$ cat src/rtl/adc_fifo_read_sequencer.sv
// adc_fifo_read_sequencer: paces ADC sample FIFO reads into bursts
// requested by the USB register layer and owns the FIFO read strobe.
//
// Ports:
//   clk_usb, reset            : clock, synchronous active-high reset
//   start, burst_len,
//   fast_mode, abort          : burst request / termination
//   stream_segment_threshold  : words per segment (0 = no tracking)
//   no_underflow_errors       : mask underflow counting in slow mode
//   clear_stats               : clear segment and underflow statistics
//   fifo_empty / fifo_rd_en   : FIFO read port
//   word_valid                : FIFO data valid (rd_en delayed 1 cycle)
//   busy, done, segment_done  : status and pulses
//   segment_count,
//   underflow_count,
//   underflow_flag            : statistics
//   debug_read_count          : total reads (ADCFIFO_SEQ_DEBUG_EN), else 0
//
// Optional feature macro: ADCFIFO_SEQ_DEBUG_EN

module adc_fifo_read_sequencer #(
    parameter int pLEN_W = 16
) (
    input  logic              clk_usb,
    input  logic              reset,
    input  logic              start,
    input  logic [pLEN_W-1:0] burst_len,
    input  logic              fast_mode,
    input  logic              abort,
    input  logic [16:0]       stream_segment_threshold,
    input  logic              no_underflow_errors,
    input  logic              clear_stats,
    input  logic              fifo_empty,
    output logic              fifo_rd_en,
    output logic              word_valid,
    output logic              busy,
    output logic              done,
    output logic              segment_done,
    output logic [15:0]       segment_count,
    output logic [7:0]        underflow_count,
    output logic              underflow_flag,
    output logic [31:0]       debug_read_count
);

    typedef enum logic [2:0] {
        IDLE,
        READ,
        GAP,
        STALL,
        DONE
    } state_t;

    state_t            state_q, state_d;
    logic [pLEN_W-1:0] remaining_q, remaining_d;
    logic              fast_q, fast_d;
    logic              word_valid_q;
    logic [16:0]       seg_cnt_q, seg_cnt_d;
    logic              segment_done_q, segment_done_d;
    logic [15:0]       segment_count_q, segment_count_d;
    logic [7:0]        underflow_count_q, underflow_count_d;
    logic              underflow_flag_q, underflow_flag_d;
    logic              rd_en;
    logic              count_uf;
    logic [16:0]       seg_inc;

    // Burst sequencing
    always_comb begin
        state_d     = state_q;
        remaining_d = remaining_q;
        fast_d      = fast_q;
        rd_en       = 1'b0;
        count_uf    = 1'b0;
        case (state_q)
            IDLE: begin
                if (start) begin
                    if (burst_len != '0) begin
                        remaining_d = burst_len;
                        fast_d      = fast_mode;
                        state_d     = READ;
                    end else begin
                        state_d = DONE;
                    end
                end
            end
            READ: begin
                if (abort) begin
                    state_d = DONE;
                end else if (fifo_empty) begin
                    state_d = STALL;
                    // Slow-mode underflows may be declared benign.
                    count_uf = fast_q || !no_underflow_errors;
                end else begin
                    rd_en       = 1'b1;
                    remaining_d = remaining_q - pLEN_W'(1);
                    if (remaining_q == pLEN_W'(1)) begin
                        state_d = DONE;
                    end else if (fast_q) begin
                        state_d = READ;
                    end else begin
                        state_d = GAP;
                    end
                end
            end
            GAP: begin
                state_d = abort ? DONE : READ;
            end
            STALL: begin
                if (abort) begin
                    state_d = DONE;
                end else if (!fifo_empty) begin
                    state_d = READ;
                end
            end
            DONE: begin
                state_d = IDLE;
            end
            default: begin
                state_d = IDLE;
            end
        endcase
    end

    // Segment and underflow statistics
    assign seg_inc = seg_cnt_q + 17'd1;

    always_comb begin
        seg_cnt_d         = seg_cnt_q;
        segment_done_d    = 1'b0;
        segment_count_d   = segment_count_q;
        underflow_count_d = underflow_count_q;
        underflow_flag_d  = underflow_flag_q;
        if (clear_stats) begin
            seg_cnt_d         = '0;
            segment_count_d   = '0;
            underflow_count_d = '0;
            underflow_flag_d  = 1'b0;
        end else begin
            if (rd_en) begin
                // >= also recovers if the threshold is lowered mid-segment.
                if (stream_segment_threshold != '0 &&
                    seg_inc >= stream_segment_threshold) begin
                    seg_cnt_d       = '0;
                    segment_done_d  = 1'b1;
                    segment_count_d = segment_count_q + 16'd1;
                end else begin
                    seg_cnt_d = seg_inc;
                end
            end
            if (count_uf) begin
                underflow_flag_d = 1'b1;
                if (underflow_count_q != 8'hFF) begin
                    underflow_count_d = underflow_count_q + 8'd1;
                end
            end
        end
    end

    always_ff @(posedge clk_usb) begin
        if (reset) begin
            state_q           <= IDLE;
            remaining_q       <= '0;
            fast_q            <= 1'b0;
            word_valid_q      <= 1'b0;
            seg_cnt_q         <= '0;
            segment_done_q    <= 1'b0;
            segment_count_q   <= '0;
            underflow_count_q <= '0;
            underflow_flag_q  <= 1'b0;
        end else begin
            state_q           <= state_d;
            remaining_q       <= remaining_d;
            fast_q            <= fast_d;
            word_valid_q      <= rd_en;
            seg_cnt_q         <= seg_cnt_d;
            segment_done_q    <= segment_done_d;
            segment_count_q   <= segment_count_d;
            underflow_count_q <= underflow_count_d;
            underflow_flag_q  <= underflow_flag_d;
        end
    end

`ifdef ADCFIFO_SEQ_DEBUG_EN
    logic [31:0] dbg_cnt_q, dbg_cnt_d;

    always_comb begin
        dbg_cnt_d = dbg_cnt_q;
        if (rd_en) begin
            dbg_cnt_d = dbg_cnt_q + 32'd1;
        end
    end

    always_ff @(posedge clk_usb) begin
        if (reset) begin
            dbg_cnt_q <= '0;
        end else begin
            dbg_cnt_q <= dbg_cnt_d;
        end
    end

    assign debug_read_count = dbg_cnt_q;
`else
    assign debug_read_count = '0;
`endif

    assign fifo_rd_en      = rd_en;
    assign word_valid      = word_valid_q;
    assign busy            = (state_q != IDLE);
    assign done            = (state_q == DONE);
    assign segment_done    = segment_done_q;
    assign segment_count   = segment_count_q;
    assign underflow_count = underflow_count_q;
    assign underflow_flag  = underflow_flag_q;

endmodule

$ cat config.mk
export PLATFORM = sky130hd
export DESIGN_NAME = adc_fifo_read_sequencer
export DESIGN_NICKNAME = d
export VERILOG_FILES = /design/src/rtl/adc_fifo_read_sequencer.sv
export SDC_FILE = /design/constraint.sdc
export NUM_CORES = 1
export LEC_CHECK = 0
export BUFFER_PORTS_ARGS = -buffer_cell sky130_fd_sc_hd__buf_2
export CAP_MARGIN = 5
export CELL_PAD_IN_SITES_DETAIL_PLACEMENT = 2
export CELL_PAD_IN_SITES_GLOBAL_PLACEMENT = 2
export CORE_MARGIN = 4
export CORE_UTILIZATION = 33
export DETAILED_ROUTE_END_ITERATION = 7
export HOLD_SLACK_MARGIN = 0.02
export PLACE_DENSITY = 0.95
export SLEW_MARGIN = 20
export SYNTH_ARGS = -nofsm -noshare
export SYNTH_HDL_FRONTEND = slang
export SYNTH_SLANG_ARGS = --single-unit
$ cat constraint.sdc
create_clock -name clk_usb -period 6 [get_ports clk_usb]
set_clock_uncertainty 0.2 [all_clocks]
set_input_delay 0.3 -clock clk_usb [delete_from_list [all_inputs] [get_ports clk_usb]]
set_output_delay 0.3 -clock clk_usb [all_outputs]
set_load 0.05 [all_outputs]
==> impl_metrics.json, run 1 <==
{
  "p_int_mw": 0.907,
  "drt-wirelength-per-cell_um": 19.0,
  "synthCells": 543,
  "grt_max_degree": 35,
  "clk_latency_ps": 350,
  "vias": 4228,
  "ys_ff_latch": 64,
  "grt_pass1_vias": 4490,
  "power.density_nw_per_um2": 277,
  "cts-buffers-inserted": 9,
  "drtIter0Drc": 242,
  "cts_tree": "yes",
  "max_cap_viol_count": 0,
  "fmax_mhz": 254,
  "dieHeight_um": 121,
  "clk_pin_slew_ps": 50,
  "min_path_type": "primary input to register",
  "initial_core_util_pct": 34.4,
  "antenna_found_initial": 0,
  "yosysSeqAreaShare_pct": 30.5,
  "synth_ff_type": "dfxtp_1",
  "finalNetCount": 672,
  "dieArea_sq_um": 14600,
  "rows": 40,
  "synthArstFlopShare_pct": 0,
  "avgSynthCellArea_sq_um": 7.73,
  "multiInputGateArea_sq_um": 2630,
  "final_cell_area_sq_um": 4920,
  "ys_types": 52,
  "peakVddDrop_mv": 0.170,
  "endpoint_kind": "register",
  "min_period_over_period_pct": 65.6,
  "synth_edf_count": 0,
  "core-area_sq_um": 12200,
  "dpl_cell_area_sq_um": 4590,
  "yosysTopAreaCell": "dfxtp_1",
  "fin_crit_ps": 3930,
  "firstDrtPassIters": 4,
  "hpwl_um": 11100,
  "setup_viol": 0,
  "rsz0062_at_grt": "no",
  "syn_area_sq_um": 4200,
  "p_clk_share_pct": 41.6,
  "yosys_warnings": 0,
  "gp_congestion": 0.789,
  "switching_share_pct": 33.6,
  "grt.total_usage_pct": 20.9,
  "clockBufferDepth": 2,
  "maxSlewHeadroom_pct": 34.8,
  "finalHoldViolCount": 0,
  "fin_total_pwr_mw": 1.37,
  "insertedDiodeCount": 0,
  "crit_arrival_ps": 3910,
  "post-route-util_pct": 40.3,
  "routed_wl_um": 14900,
  "status": "complete, no violations",
  "gr-total-overflow": 0,
  "grt_first_pass_wirelength_um": 24200,
  "synthToLayoutAreaGrowth_pct": 17.3,
  "switchingPower_mw": 0.459,
  "port_buffers": 70,
  "synth_top_area_share_pct": 30.5,
  "synth.top_cells.by_area": "dfxtp_1, nand2_1, ha_1, buf_4, o21ai_0",
  "drcViolationCount": 0,
  "crit_type": "register to register",
  "cts_root_buf": "clkbuf_16",
  "p_leak_nw": 2.05,
  "crit_path_start_kind": "register",
  "tightest_slew_ps": 973,
  "drive_gt1_share_pct": 15.5,
  "fill_cells": 1464,
  "pwr-share-seq_pct": 35.0,
  "viasPerCell": 5.41,
  "cts_resized": 0,
  "ioPinCount": 103,
  "die_w_um": 121,
  "post-cts-setup-buffers": 0,
  "postCtsHoldBufs": 0,
  "worst-path-max-fanout": 10,
  "clock_sinks": 64,
  "ant_nets": 0,
  "holdWs_ps": 26.9,
  "cp.required_ps": 5970,
  "drv_slew": 0,
  "power.share.combinational_pct": 23.4,
  "regArea_sq_um": 1280,
  "h-tree-depth": 3,
  "setup_tns_ps": 0
}
==> power by group through the flow <==
stage / Sequential, mW / Combinational (mW) / Clock [mW]
floorplan: 0.478 / 0.239 / 0
global placement: 0.482 / 0.287 / 0
detailed placement: 0.486 / 0.308 / 0
CTS: 0.477 / 0.313 / 0.582
global route: 0.482 / 0.349 / 0.601
finish: 0.479 / 0.319 / 0.568
==> layer usage <==
layer  global-route usage (%)  routed length (um)
met4                     6.80                 300
met3                     4.58                 569
met1                     25.4                6420
met5                        0                   0
met2                     36.7                7590
==> metrics by stage <==
step / instances / setup WS (ps)
final: 782 / 2070
after global routing: 782 / 1760
after CTS: 781 / 2070
after detailed placement: 765 / 2130
after global placement: 765 / 2450
after floorplan: 574 / 2760
==> critical path, cell delays in order (launching register included) <==
cell and delay, ps:
dfxtp_1 440, ha_1 220, and3_1 230, and3_1 240
nand3_1 110, xnor2_1 180, ha_1 340, nand4_1 130
or3_1 410, o211ai_1 180, o211ai_1 150, a21oi_1 680
o21ai_0 250
==> sequential cells by signal (all words and copies together) (netlist names) <==
| register | flops |
|---|---|
| fast_q | 1 |
| remaining_q | 16 |
| seg_cnt_q | 17 |
| segment_count | 16 |
| segment_done | 1 |
| state_q | 3 |
| underflow_count | 8 |
| underflow_flag | 1 |
| word_valid | 1 |
==> final cells by class <==
cell class | count | share of cell area, %
clock buffers | 14 | 5.77
multi-input cells | 433 | 53.4
repair buffers | 73 | 7.72
inverters | 28 | 2.13
clock inverters | 2 | 0.711
well taps | 168 | 4.27
flip-flops and latches | 64 | 26.0
==> cells in the final DEF (no fill, tap or decap), drive strengths merged, types with 5 or more instances in the layout <==
cell / instances
inv: 28
nand3: 20
and2: 6
nor4: 11
mux2i: 12
o21ai: 38
a22oi: 5
xnor2: 14
nand4: 15
nor2: 33
conb: 32
buf: 73
and3: 6
or3: 16
nand2: 76
and4: 7
nor3: 18
clkbuf: 14
dfxtp: 64
a21oi: 36
xor2: 15
ha: 22
a211oi: 10
==> final timing paths <==
path / from / to / slack (ps) / cells after the start
min reg2reg: underflow_flag / underflow_flag / 250 / 2
min: fast_mode / fast_q / 30 / 3
max: seg_cnt_q[0] / seg_cnt_q[12] / 2070 / 12
max reg2reg: seg_cnt_q[0] / seg_cnt_q[12] / 2070 / 12
==> logic make-up (layout without fill, tap and decap cells) <==
kind of cell	Yosys count	count (layout)	synth area share (%)
DFF	64	64	30.5
buffers and inverters	77	117	9.87
adders and majority gates	22	22	6.56
AOI/OAI and AO/OA	118	118	17.7
muxes	12	12	2.86
xor gates and xnor gates	29	29	6.05
other	1	32	0.0893
and+or+nand+nor	220	220	26.3
==> Yosys cell counts, types with 3 or more instances <==
| library cell | number |
|---|---|
| dfxtp_1 | 64 |
| a22oi_1 | 5 |
| nand2_1 | 75 |
| or3_1 | 16 |
| and4_1 | 7 |
| nand4_1 | 15 |
| and2_1 | 6 |
| nor3_1 | 18 |
| inv_1 | 28 |
| a211oi_1 | 10 |
| and3_1 | 6 |
| nor2_1 | 33 |
| mux2i_1 | 12 |
| a2111o_1 | 3 |
| nor4_1 | 11 |
| o21ai_0 | 37 |
| a21o_1 | 3 |
| a221oi_1 | 4 |
| xnor2_1 | 14 |
| a21oi_1 | 36 |
| nand3_1 | 20 |
| o31ai_1 | 3 |
| ha_1 | 22 |
| xor2_1 | 15 |
| clkbuf_1 | 13 |
| buf_4 | 33 |
| nand2b_1 | 3 |
| nor3b_1 | 3 |
Note: power is estimated with default switching activity, not from simulation.
==> inputs of run 2 (changes only) <==
--- a/config.mk
+++ b/config.mk
@@ -5,15 +5,16 @@
 export SDC_FILE = /design/constraint.sdc
 export NUM_CORES = 1
 export LEC_CHECK = 0
+export ABC_AREA = 1
 export BUFFER_PORTS_ARGS = -buffer_cell sky130_fd_sc_hd__buf_2
 export CAP_MARGIN = 5
 export CELL_PAD_IN_SITES_DETAIL_PLACEMENT = 2
 export CELL_PAD_IN_SITES_GLOBAL_PLACEMENT = 2
 export CORE_MARGIN = 4
-export CORE_UTILIZATION = 33
+export CORE_UTILIZATION = 29
 export DETAILED_ROUTE_END_ITERATION = 7
 export HOLD_SLACK_MARGIN = 0.02
-export PLACE_DENSITY = 0.95
+export PLACE_DENSITY = 0.9
 export SLEW_MARGIN = 20
 export SYNTH_ARGS = -nofsm -noshare
 export SYNTH_HDL_FRONTEND = slang
==> constraint.sdc (replaced) <==
create_clock -name clk_usb -period 3.8 [get_ports clk_usb]
set_clock_uncertainty 0.2 [all_clocks]
set_input_delay 0.19 -clock clk_usb [delete_from_list [all_inputs] [get_ports clk_usb]]
set_output_delay 0.19 -clock clk_usb [all_outputs]
set_load 0.05 [all_outputs]
==> run 2 against run 1 <==
Effect of this change:
- combinational power increased by 54%
- largest cell class unchanged
- area after synthesis rose by 12%
- critical path depth is 6 higher
- highest routed layer unchanged
- cell count rose by 32%
- core utilization decreased by 5.8 points
- register-to-register slack worse by 1700 ps
- via count up 17%
- global-route usage is 3.2 points lower
- non-clock buffer count up 11
- clock power is 37% higher
- hold slack improved by 4.9 ps
- largest power group unchanged
- sequential share of layout area fell by 2.7 points
==> impl_metrics.json, run 2 <==
{
  "hp-start": "burst_len[2]",
  "viasPerCell": 4.79,
  "endpoint_kind": "register",
  "min_period_over_period_pct": 90.7,
  "crit_type": "register to register",
  "min_path_type": "primary input to register",
  "synth_common_cells": "nand2_1, inv_1, nor2_1",
  "fill_cells": 1995,
  "vias": 4933,
  "power.density_nw_per_um2": 367,
  "drcViolationCount": 0,
  "grt_max_degree": 35,
  "cp-startpoint": "seg_cnt_q[0]",
  "max_cap_viol_count": 0,
  "tightest_slew_ps": 1050,
  "grt_pass1_vias": 5316,
  "finalHoldViolCount": 0,
  "crit_path_start_kind": "register",
  "maxSlewHeadroom_pct": 29.9,
  "clockBufferDepth": 2,
  "ys_ff_latch": 64,
  "clk_latency_ps": 340,
  "firstDrtPassIters": 4,
  "peakVddDrop_mv": 0.200,
  "p_leak_nw": 2.62,
  "drt-wirelength-per-cell_um": 15.4,
  "avgSynthCellArea_sq_um": 6.40,
  "cts_tree": "yes",
  "insertedDiodeCount": 0,
  "top_register": "seg_cnt_q",
  "regArea_sq_um": 1280,
  "clock_sinks": 64,
  "layout_common_cells": "nand2_1, inv_1, nor2_1",
  "gp_congestion": 0.769,
  "drtIter0Drc": 176,
  "grt.total_usage_pct": 17.7,
  "synth_top_area_share_pct": 27.2,
  "cp.required_ps": 3860,
  "yosys_warnings": 0,
  "status": "complete, no violations",
  "rows": 46,
  "ioPinCount": 103,
  "holdWs_ps": 31.8,
  "synth.most_common_cell": "nand2_1",
  "cts-buffers-inserted": 9,
  "ys_types": 43,
  "antenna_found_initial": 0,
  "dieHeight_um": 136,
  "synthToLayoutAreaGrowth_pct": 16.3,
  "fin_crit_ps": 3450,
  "r2r-start": "seg_cnt_q[0]",
  "h-tree-depth": 3,
  "grt_first_pass_wirelength_um": 26200,
  "ant_nets": 0,
  "setup_viol": 0,
  "routed_wl_um": 15900,
  "yosysTopAreaCell": "dfxtp_1",
  "yosysSeqAreaShare_pct": 27.2,
  "syn_area_sq_um": 4720,
  "dieArea_sq_um": 18400,
  "largest_reg_flops": 17,
  "post-cts-setup-buffers": 0,
  "synth_edf_count": 0,
  "cts_root_buf": "clkbuf_16",
  "drv_slew": 0,
  "synthArstFlopShare_pct": 0,
  "multiInputGateArea_sq_um": 2730,
  "clk_pin_slew_ps": 60,
  "initial_core_util_pct": 29.7,
  "setup_tns_ps": 0,
  "port_buffers": 70,
  "fmax_mhz": 290,
  "synth_ff_type": "dfxtp_1",
  "hpwl_um": 11900,
  "setup_slack_ps": 352,
  "synth.top_cells.by_area": "dfxtp_1, nand2_1, inv_1, nor2_1, ha_1",
  "gr-total-overflow": 0,
  "final_common_cell": "nand2_1",
  "die_w_um": 136,
  "synthCells": 737,
  "worst-path-max-fanout": 28,
  "drive_gt1_share_pct": 14.0,
  "crit_arrival_ps": 3500,
  "finalNetCount": 873,
  "core-area_sq_um": 15900,
  "post-route-util_pct": 34.5,
  "dp_slack_ps": 194
}
-- run 2: changes by cell type after synthesis, sizes merged, moves of 7 or more --
cell	before	now
nand2	76	160
nor2	33	103
inv	28	120
xnor2	14	3
nand3	20	49
mux2i	12	4
clkbuf	13	3
or3	16	0
and4	7	0
nand4	15	24
buf	36	50
a211oi	10	1
a21oi	36	43
-- run 2: path summary, 6_finish.rpt --
check,end,slack (ps),cells past startpoint
setup reg to reg,segment_count[1],350,18
setup / recovery,segment_count[1],350,18
hold / removal,remaining_q[2],30,3
hold reg to reg,underflow_count[4],260,2
-- run 2: per-stage QoR --
step	instances	total power, mW	area (sq um)
after floorplan	768	1.14	4830
after global placement	1006	1.22	5110
after detailed placement	1006	1.24	5110
after CTS	1030	2.04	5470
after global routing	1030	2.14	5490
final	1030	2.01	5490
-- run 2: cell type report --
cell class                 instances  share of cell area (%)
sequential                        64                    23.4
timing repair buffer              84                    8.85
multi-input combinational        530                    49.7
clock buffer                      15                    4.88
inverter                         121                    8.30
tap                              216                    4.93
-- run 2: per-layer routing --
layer	vias up	wire, um	global-route usage, %
met1	2427	6810	20.8
met2	78	8460	33.4
met3	8	535	3.79
met5	-	0	0
li1	2420	-	-
met4	0	78	3.02
-- run 2: critical path: stages (launching register included) --
cell,delay [ps]
dfxtp_1,400
ha_1,220
nand2_1,90
nor2_2,190
nand4_2,190
nor2_2,180
nand2_1,90
xor2_1,180
inv_1,60
ha_1,300
nand2_1,80
nor2_1,140
nand3_1,90
nor2_1,140
nor2_1,90
nand3_2,100
buf_8,210
nand4_1,210
o21ai_1,220
-- run 2: cell families (layout without fill, tap and decap cells) --
family / after synthesis / in the layout / share of synthesized area [%]
AND/OR/NAND/NOR: 362 / 362 / 34.4
buffers and inverters: 174 / 220 / 17.7
AO/OA/AOI/OAI: 92 / 92 / 10.6
flip-flops: 64 / 64 / 27.2
adder cells (fa/ha/maj): 22 / 22 / 5.84
XOR/XNOR: 18 / 18 / 3.34
multiplexers: 4 / 4 / 0.849
other: 1 / 32 / 0.0795
-- run 2: power breakdown --
part	leakage [nW]	internal [mW]	switching [mW]
Clock	0.130	0.475	0.304
Sequential	0.520	0.706	0.0335
Combinational	1.97	0.139	0.353
-- run 2: timing repair --
action / 4_1_cts / 5_1_grt
endpoints found under the setup margin: 0 / 34
hold endpoints to repair: 8 / 0
gates resized for setup: 0 / 7
hold buffers: 9 / 0
==> inputs of run 3 (changes only) <==
--- a/config.mk
+++ b/config.mk
@@ -13,8 +13,9 @@
 export CORE_MARGIN = 4
 export CORE_UTILIZATION = 29
 export DETAILED_ROUTE_END_ITERATION = 7
+export GPL_TIMING_DRIVEN = 1
 export HOLD_SLACK_MARGIN = 0.02
-export PLACE_DENSITY = 0.9
+export PLACE_DENSITY_LB_ADDON = 0.1
 export SLEW_MARGIN = 20
 export SYNTH_ARGS = -nofsm -noshare
 export SYNTH_HDL_FRONTEND = slang
==> run 3 against run 2 <==
Effect of this change:
- register-to-register slack better by 70 ps
- cell count up 0.19%
- maximum frequency up 2.2%
- core utilization up 0.19 points
- total power up 2.2%
- sequential power about the same
- sequential cell count unchanged
- clock power up 5.0%
- critical endpoint is now seg_cnt_q[10]
- largest cell class unchanged
- largest power group unchanged
==> impl_metrics.json, run 3 (same netlist as run 2, synthesis figures left out) <==
{
  "status": "complete, no violations",
  "crit_type": "register to register",
  "h-tree-depth": 3,
  "fin_cells": 1032,
  "insertedDiodeCount": 0,
  "synthToLayoutAreaGrowth_pct": 17.0,
  "grt.total_usage_pct": 17.8,
  "setup_slack_ps": 426,
  "dp_slack_ps": 228,
  "dieArea_sq_um": 18400,
  "largest_reg_flops": 17,
  "crit_path_start_kind": "register",
  "final_common_cell": "nand2_1",
  "clk_latency_ps": 340,
  "viasPerCell": 4.73,
  "fin_crit_ps": 3370,
  "post-route-util_pct": 34.7,
  "p_clk_share_pct": 39.8,
  "drt-wirelength-per-cell_um": 15.3,
  "crit_end": "seg_cnt_q[10]",
  "rsz0062_at_grt": "no",
  "crit_arrival_ps": 3390,
  "ioPinCount": 103,
  "min_period_over_period_pct": 88.8,
  "rows": 46,
  "grt_pass1_vias": 5240,
  "drtIter0Drc": 126,
  "vias": 4885,
  "maxSlewHeadroom_pct": 66.2,
  "p_leak_nw": 2.63,
  "drv_slew": 0,
  "final_cell_area_sq_um": 5520,
  "r2r-end": "seg_cnt_q[10]",
  "fill_cells": 2002,
  "power.density_nw_per_um2": 373,
  "grt_max_degree": 35,
  "cts_root_buf": "clkbuf_16",
  "pwr-share-seq_pct": 36.1,
  "hpwl_um": 12100,
  "cp-startpoint": "seg_cnt_q[0]",
  "core-area_sq_um": 15900,
  "setup_tns_ps": 0,
  "dieHeight_um": 136,
  "antenna_found_initial": 0,
  "clockBufferDepth": 2,
  "firstDrtPassIters": 4,
  "clock_sinks": 64,
  "initial_core_util_pct": 29.7,
  "layout_common_cells": "nand2_1, inv_1, nor2_1",
  "fmax_mhz": 296,
  "max_cap_viol_count": 0,
  "r2r-start": "seg_cnt_q[0]",
  "gr-total-overflow": 0,
  "cp.required_ps": 3820,
  "p_int_mw": 1.34,
  "rr_worst_depth": 18,
  "dpl_cell_area_sq_um": 5100,
  "port_buffers": 70,
  "dpl.cell_count": 1004,
  "switching_share_pct": 34.8,
  "worst-path-max-fanout": 14,
  "peakVddDrop_mv": 0.239,
  "ant_nets": 0,
  "cts_tree": "yes",
  "finalHoldViolCount": 0,
  "min_path_type": "primary input to register",
  "gp_congestion": 0.846,
  "setup_viol": 0,
  "die_w_um": 136,
  "switchingPower_mw": 0.715,
  "cts-buffers-inserted": 9,
  "drive_gt1_share_pct": 14.3,
  "grt_first_pass_wirelength_um": 26200,
  "r2r_slack_ps": 430,
  "drcViolationCount": 0,
  "endpoint_kind": "register",
  "clk_pin_slew_ps": 60,
  "finalNetCount": 874,
  "routed_wl_um": 15800,
  "top_register": "seg_cnt_q",
  "tightest_slew_ps": 505,
  "power.share.combinational_pct": 24.1
}
## run 3: changes by cell type in the layout (fill, tap and decap cells not counted), sizes merged
cell	delta
dlygate4sd3	+2
buf	-1
clkbuf	-1
clkinv	+1
clkinvlp	+1
## run 3: power groups by stage
stage / registers (mW) / logic, mW / clock network, mW
finish: 0.742 / 0.496 / 0.818
global placement: 0.753 / 0.468 / 0
global route: 0.748 / 0.562 / 0.871
floorplan: 0.747 / 0.397 / 0
detailed placement: 0.756 / 0.486 / 0
CTS: 0.741 / 0.500 / 0.850
## run 3: cell type report
type	instances	area, sq um	share of cell area, %
multi-input cells	530	2730	49.5
inverters	121	455	8.26
flip-flops and latches	64	1280	23.2
clock inverters	2	12.5	0.227
clock buffers	14	274	4.97
well taps	216	270	4.90
repair buffers	85	494	8.96
## run 3: worst max-delay path, stage by stage, from the launching register on
cell and delay (ps):
dfxtp_1 420, ha_1 210, nand2_1 70, nor2_2 130
nand4_2 160, nor2_2 170, nand2_1 110, xor2_1 200
inv_1 70, ha_1 300, nand2_1 80, nor2_1 150
nand2_1 100, nor2_1 130, nor2_1 70, nand3_2 100
nand3_1 170, nand2_2 320, nor2_1 100
## run 3: how the worst min path moves through the flow
stage                         startpoint               to  slack [ps]  depth (start not counted)
final                      burst_len[11]  remaining_q[11]          50                          3
after CTS                  burst_len[11]  remaining_q[11]          40                          3
after global routing       burst_len[11]  remaining_q[11]          40                          3
after floorplan             burst_len[5]   remaining_q[5]         150                          2
after global placement    underflow_flag   underflow_flag         250                          2
after detailed placement  underflow_flag   underflow_flag         260                          2
## run 3: metal layers
layer  global-route usage [%]  routed length, um
met2                     31.6               7970
met3                     3.75                547
met5                        0                  0
met4                     4.31                225
met1                     21.9               7090
## run 3: repair_timing
action                                  in CTS  in global routing
hold buffers                                11                  0
resized for setup                            0                  5
setup buffers                                0                  1
hold endpoints to repair                    15                  0
endpoints found under the setup margin       0                 34
## run 3: through the flow
stage | power [mW] | hold WS, ps
5_1_grt | 2.18 | 36.0
3_5_place_dp | 1.24 | 261
2_1_floorplan | 1.14 | 150
4_1_cts | 2.09 | 38.3
6_report | 2.06 | 47.2
3_3_place_gp | 1.22 | 246
